## config.mk

```make
export PLATFORM = sky130hd
export DESIGN_NAME = cpm_board_reset_seq
export DESIGN_NICKNAME = d
export VERILOG_FILES = /design/src/rtl/cpm_board_reset_seq.sv
export SDC_FILE = /design/constraint.sdc
export NUM_CORES = 1
export LEC_CHECK = 0
export CORE_UTILIZATION = 45
export CTS_BUF_LIST = sky130_fd_sc_hd__clkbuf_16
export DETAILED_ROUTE_END_ITERATION = 6
export PLACE_DENSITY = 0.69
export SYNTH_ARGS = -nofsm -noshare
export SYNTH_HDL_FRONTEND = slang
export SYNTH_SLANG_ARGS = --single-unit
export TNS_END_PERCENT = 50
```

## constraint.sdc

```tcl
create_clock -name sys_clk -period 4.69 [get_ports sys_clk]
set_clock_uncertainty 0.15 [all_clocks]
set_input_delay 0.938 -clock sys_clk [delete_from_list [all_inputs] [get_ports sys_clk]]
set_output_delay 0.938 -clock sys_clk [all_outputs]
set_load 0.1 [all_outputs]
```

## src/rtl/cpm_board_reset_seq.sv

```systemverilog
// Board reset sequencer for the CPM5 EP/RP pair: POR, CPM POR and PERST release
// with link-up qualification, timed retries and sticky failure reporting.
module cpm_board_reset_seq #(
  parameter int POR_CYCLES   = 500,
  parameter int PERST_DELAY  = 100,
  parameter int LINK_TIMEOUT = 200000,
  parameter int LINK_STABLE  = 16,
  parameter int MAX_RETRIES  = 3,
  parameter int CNT_W        = 20
) (
  input  logic       sys_clk,
  input  logic       sys_rst_n,
  input  logic       start,
  input  logic       link_up_i,
  output logic       por_n_o,
  output logic       cpm_por_n_o,
  output logic       perst0_n_o,
  output logic       perst1_n_o,
  output logic       done,
  output logic       fail,
  output logic       link_lost,
  output logic [1:0] retry_cnt,
  output logic [2:0] state_o
);

  typedef enum logic [2:0] {
    ST_IDLE       = 3'd0,
    ST_POR_HOLD   = 3'd1,
    ST_PERST_WAIT = 3'd2,
    ST_WAIT_LINK  = 3'd3,
    ST_LINKED     = 3'd4,
    ST_RETRY      = 3'd5,
    ST_FAIL       = 3'd6
  } state_t;

  localparam logic [CNT_W-1:0] POR_LAST  = CNT_W'(POR_CYCLES - 1);
  localparam logic [CNT_W-1:0] PD_LAST   = CNT_W'(PERST_DELAY - 1);
  localparam logic [CNT_W-1:0] TO_LAST   = CNT_W'(LINK_TIMEOUT - 1);
  localparam logic [CNT_W-1:0] STAB_LAST = CNT_W'(LINK_STABLE - 1);
  localparam logic [2:0]       RETRY_MAX = 3'(MAX_RETRIES);

  function automatic logic [1:0] sat_inc(input logic [1:0] v);
    return (v == 2'd3) ? v : v + 2'd1;
  endfunction

  state_t           state_q, state_nxt;
  logic [CNT_W-1:0] cnt_q, cnt_nxt;
  logic [CNT_W-1:0] stab_q, stab_nxt;
  logic             lu_meta_p0, lu_s;
  logic             stable_hit, timeout_hit, can_retry;
  logic             por_nxt, perst_nxt, done_nxt, fail_nxt, ll_nxt;
  logic [1:0]       retry_nxt;

  // link_up_i crosses into sys_clk here; only lu_s is used downstream
  always_ff @(posedge sys_clk or negedge sys_rst_n) begin
    if (!sys_rst_n) begin
      lu_meta_p0 <= 1'b0;
      lu_s       <= 1'b0;
    end else begin
      lu_meta_p0 <= link_up_i;
      lu_s       <= lu_meta_p0;
    end
  end

  assign stable_hit  = lu_s && (stab_q == STAB_LAST);
  assign timeout_hit = (cnt_q == TO_LAST);
  assign can_retry   = ({1'b0, retry_cnt} < RETRY_MAX);

  always_ff @(posedge sys_clk or negedge sys_rst_n) begin
    if (!sys_rst_n) begin
      state_q <= ST_IDLE;
      cnt_q   <= '0;
      stab_q  <= '0;
    end else begin
      state_q <= state_nxt;
      cnt_q   <= cnt_nxt;
      stab_q  <= stab_nxt;
    end
  end

  always_comb begin
    state_nxt = state_q;
    cnt_nxt   = cnt_q;
    stab_nxt  = stab_q;
    case (state_q)
      ST_IDLE, ST_FAIL: begin
        if (start) begin
          state_nxt = ST_POR_HOLD;
          cnt_nxt   = '0;
        end
      end
      ST_POR_HOLD: begin
        if (cnt_q == POR_LAST) begin
          state_nxt = ST_PERST_WAIT;
          cnt_nxt   = '0;
        end else begin
          cnt_nxt = cnt_q + CNT_W'(1);
        end
      end
      ST_PERST_WAIT, ST_RETRY: begin
        if (cnt_q == PD_LAST) begin
          state_nxt = ST_WAIT_LINK;
          cnt_nxt   = '0;
          stab_nxt  = '0;
        end else begin
          cnt_nxt = cnt_q + CNT_W'(1);
        end
      end
      ST_WAIT_LINK: begin
        cnt_nxt  = cnt_q + CNT_W'(1);
        stab_nxt = lu_s ? stab_q + CNT_W'(1) : '0;
        // a stable link on the timeout cycle still counts as linked
        if (stable_hit) begin
          state_nxt = ST_LINKED;
          cnt_nxt   = '0;
        end else if (timeout_hit) begin
          state_nxt = can_retry ? ST_RETRY : ST_FAIL;
          cnt_nxt   = '0;
        end
      end
      ST_LINKED: begin
        if (start) begin
          state_nxt = ST_POR_HOLD;
          cnt_nxt   = '0;
        end else if (!lu_s) begin
          state_nxt = ST_WAIT_LINK;
          cnt_nxt   = '0;
          stab_nxt  = '0;
        end
      end
      default: begin
        state_nxt = ST_IDLE;
        cnt_nxt   = '0;
        stab_nxt  = '0;
      end
    endcase
  end

  always_comb begin
    por_nxt   = por_n_o;
    perst_nxt = perst0_n_o;
    done_nxt  = done;
    fail_nxt  = fail;
    ll_nxt    = 1'b0;
    retry_nxt = retry_cnt;
    case (state_q)
      ST_IDLE, ST_LINKED, ST_FAIL: begin
        if (start) begin
          por_nxt   = 1'b0;
          perst_nxt = 1'b0;
          done_nxt  = 1'b0;
          fail_nxt  = 1'b0;
          retry_nxt = 2'd0;
        end else if (state_q == ST_LINKED && !lu_s) begin
          done_nxt = 1'b0;
          ll_nxt   = 1'b1;
        end
      end
      ST_POR_HOLD: begin
        if (cnt_q == POR_LAST) por_nxt = 1'b1;
      end
      ST_PERST_WAIT, ST_RETRY: begin
        if (cnt_q == PD_LAST) perst_nxt = 1'b1;
      end
      ST_WAIT_LINK: begin
        if (stable_hit) begin
          done_nxt = 1'b1;
        end else if (timeout_hit) begin
          if (can_retry) begin
            perst_nxt = 1'b0;
            retry_nxt = sat_inc(retry_cnt);
          end else begin
            fail_nxt = 1'b1;
          end
        end
      end
      default: ;
    endcase
  end

  always_ff @(posedge sys_clk or negedge sys_rst_n) begin
    if (!sys_rst_n) begin
      por_n_o     <= 1'b0;
      cpm_por_n_o <= 1'b0;
      perst0_n_o  <= 1'b0;
      done        <= 1'b0;
      fail        <= 1'b0;
      link_lost   <= 1'b0;
      retry_cnt   <= 2'd0;
    end else begin
      por_n_o     <= por_nxt;
      cpm_por_n_o <= por_nxt;
      perst0_n_o  <= perst_nxt;
      done        <= done_nxt;
      fail        <= fail_nxt;
      link_lost   <= ll_nxt;
      retry_cnt   <= retry_nxt;
    end
  end

  assign perst1_n_o = perst0_n_o;
  assign state_o    = state_q;

endmodule
```

==> key figures <==
Worst setup path
  • Worst EP required: 3600 ps
  • Critical Path AT: 2290 ps
  • Worst-path cell chain: clkdlybuf4s50_1
  • CP max stage delay: 1250 ps
  • R2R cell count: 7
  • CP delay by family, top: buffers and inverters
  • Slowest cell on crit path: clkdlybuf4s50_1
  • Crit path buf inv count: 1
  • CP Launch Type: flip-flop
  • CP Depth: 1
  • Worst R2R End: cnt_q[7]
  • R2R Setup Slk: 1940 ps
  • CP Class: reg -> out
  • CP startpoint: state_o[0]
  • Crit path to: state_o[0]
  • Crit end category: output pin
  • Peak fanout along the critical path: 22
  • Reg2reg start: stab_q[0]

Cells and area
  • Share of layout cells above drive strength 1: 0.0796
  • Filler cell count: 571
  • # diodes: 0
  • Leading cell type in the layout, fill and taps excluded: dfrtp_1
  • Layout area overhead: 9.36%
  • Count of non-filler cells in the finished layout: 416
  • Fin nets: 345
  • Most frequent cells in the layout: dfrtp_1, nand2_1, o21ai_0

Pwr
  • Total power: 0.818 mW
  • Psw: 0.171 mW
  • Flop pwr share: 0.551
  • Switching Fraction: 0.209
  • Worst vdd ir: 0.000214 V
  • Pleak: 1.32 nW
  • Internal power: 0.647 mW
  • Clock network power share: 0.432
  • Comb power frac: 0.017
  • P per Cell Area: 252 nW/µm²

STA
  • Final Max Slew Viols: 0
  • Setup violators final: 0
  • RSZ-0062 raised after global routing: no
  • Tcrit/Tclk final: 0.720
  • Tmin final: 3380 ps
  • Final Hold Viols: 0
  • Worst slew margin: 0.282
  • Worst-Margin Slew: 1080 ps
  • Final setup TNS: 0 ps
  • Max Freq: 296 MHz

Yosys
  • Post-synth top area cell: dfrtp_1
  • Synth unique cells: 56
  • Mean Syn Cell Area: 8.89 µm²
  • Syn_nets: 341
  • Top_reg_cell synth: dfrtp_1
  • Top cells by area, synth: dfrtp_1, o21ai_0, nand2_1
  • YS warnings: 0
  • Mapped Cells: 334
  • Cell Area, Synth: 2970 µm²
  • Number of synthesized flops with an enable pin: 0
  • Yosys reg bits: 52
  • Yosys top cell area share: 0.438
  • FFs w/ async S/R, synth: 1.00
  • Register area share after synthesis: 0.438

Job
  • Max-cap violations: 0

Placement
  • DP Wirelength: 4.33 mm
  • Dpl cells: 408
  • GPL Wtd Cong: 0.856
  • Port buffer count: 15

GRT
  • Largest net degree at the start of global routing: 53
  • Total grt overflow: 0
  • First-pass GRT wire length: 11.1 mm
  • Antenna violations before repair: 0
  • Vias in the first global route: 2240
  • Tot GR Track Use: 0.197

Clocking
  • Post-CTS Setup Bufs: 0
  • Clock transition at the registers of the reported paths: 70 ps
  • CTS buffer count: 5
  • Root Buffer Master: clkbuf_16
  • TritonCTS clock tree: built
  • H-tree depth: 2
  • Hold buffers post-CTS: 0
  • Cts repair resizes: 0
  • Worst-Skew Late Latency: 290 ps
  • Worst-case clock buffer depth: 2
  • CTS sink cnt: 52

Detailed routing
  • Remaining DRCs: 0
  • Number of vias per cell: 5.96
  • Wire per inst: 15.5 µm
  • Violation count after the first detailed-routing iteration: 190
  • Vias: 2480
  • Post-Route M1 WL: 3.22 mm
  • First-pass iteration count of the detailed router: 4
  • Highest routed metal layer: met4
  • Met2 wire len: 2.90 mm
  • Post-DRT Antenna Nets: 0
  • WL final: 6.46 mm
  • Metal3 WL: 272 µm

Floorplanning
  • Initial Util: 0.468
  • Chip height: 83.2 µm
  • Die Wd: 83.2 µm
  • I/O pin total: 16
  • Core footprint: 6350 µm²
  • DIE AREA: 6930 µm²
  • Row count: 29

Worst hold path
  • Worst hold path class: reg -> reg

Status
  • Status: finished clean
-- cell usage after synthesis, types with 2 or more instances --
cell type  instances
nor2_1            32
buf_6              3
inv_1              5
and2_1             3
a41oi_1            3
nor4_2             2
or4_4              2
nor4_1             8
or3_1              2
and4_1             2
a21oi_1           16
buf_4              2
xor2_1             6
nand2_1           43
o211ai_1           2
nand3_1           17
o21ai_1            3
clkbuf_1           6
nand4_1           10
o31ai_1            2
and3_1             8
a22o_1             3
o41ai_1            2
dfrtp_1           52
nor3_1             5
o211ai_2           2
o21a_1             2
a31oi_1           13
xnor2_1            4
nand3b_1           3
mux2_4             2
nand2b_1           2
ha_1               3
nor2b_1            3
o21ai_0           33
buf_2              8
-- state kept, by name, summed over array words and instances, names as in the netlist --
signal / count
cnt_q: 20
cpm_por_n_o: 1
done: 1
fail: 1
link_lost: 1
lu_meta_p0: 1
lu_s: 1
perst0_n_o: 1
retry_cnt: 2
stab_q: 20
state_o: 3
-- layout make-up --
type,instances,area (µm²),share of cell area
Multi-Input combinational cell,258,1540,0.474
Tap cell,77,96.3,0.0297
Clock inverter,3,15.0,0.00462
Inverter,5,18.8,0.00578
Clock buffer,5,125,0.0385
Sequential cell,52,1300,0.401
Timing Repair Buffer,16,153,0.0470
-- logic make-up (layout without fill, tap and decap cells) --
logic type                 after synthesis  count (layout)  share of synthesized area
AOI/OAI and AO/OA                       90              90                      0.189
xor gates and xnor gates                10              10                     0.0295
adders and majority gates                3               3                     0.0126
buffers and inverters                   24              29                     0.0438
DFF                                     52              52                      0.438
muxes                                    2               2                     0.0101
and+or+nand+nor                        153             153                      0.277
-- layer usage --
| metal | GRT usage | vias to the layer above |
|---|---|---|
| met1 | 0.286 | 1184 |
| met5 | 0 | - |
| met3 | 0.0298 | 4 |
| met4 | 0.0611 | 0 |
| li1 | - | 1236 |
| met2 | 0.302 | 56 |
-- how the worst min path moves through the flow --
| stage | startpoint | endpoint | slack (ps) | cells after the start |
|---|---|---|---|---|
| 6_report | lu_meta_p0 | lu_s | 200 | 0 |
| 5_1_grt | lu_meta_p0 | lu_s | 210 | 0 |
| 4_1_cts | lu_meta_p0 | lu_s | 200 | 0 |
| 3_5_place_dp | lu_meta_p0 | lu_s | 180 | 0 |
| 3_3_place_gp | lu_meta_p0 | lu_s | 180 | 0 |
| 2_1_floorplan | lu_meta_p0 | lu_s | 180 | 0 |
-- through the flow --
step	hold WS, ps	setup slack (ps)	util	cell area (µm²)
6_report	201	1310	0.511	3250
3_5_place_dp	185	1520	0.489	3110
5_1_grt	209	1240	0.511	3250
4_1_cts	200	1330	0.511	3250
2_1_floorplan	181	2020	-	2970
3_3_place_gp	182	1580	0.489	3110
-- power groups by stage --
stage / Sequential, mW / Clock [mW] / Combinational [mW]
2_1_floorplan: 0.459 / 0 / 0.00248
3_3_place_gp: 0.459 / 0 / 0.0151
3_5_place_dp: 0.459 / 0 / 0.0151
4_1_cts: 0.451 / 0.361 / 0.0152
5_1_grt: 0.451 / 0.380 / 0.0170
6_report: 0.451 / 0.353 / 0.0143
No activity file was read; power rests on OpenSTA's default activity.
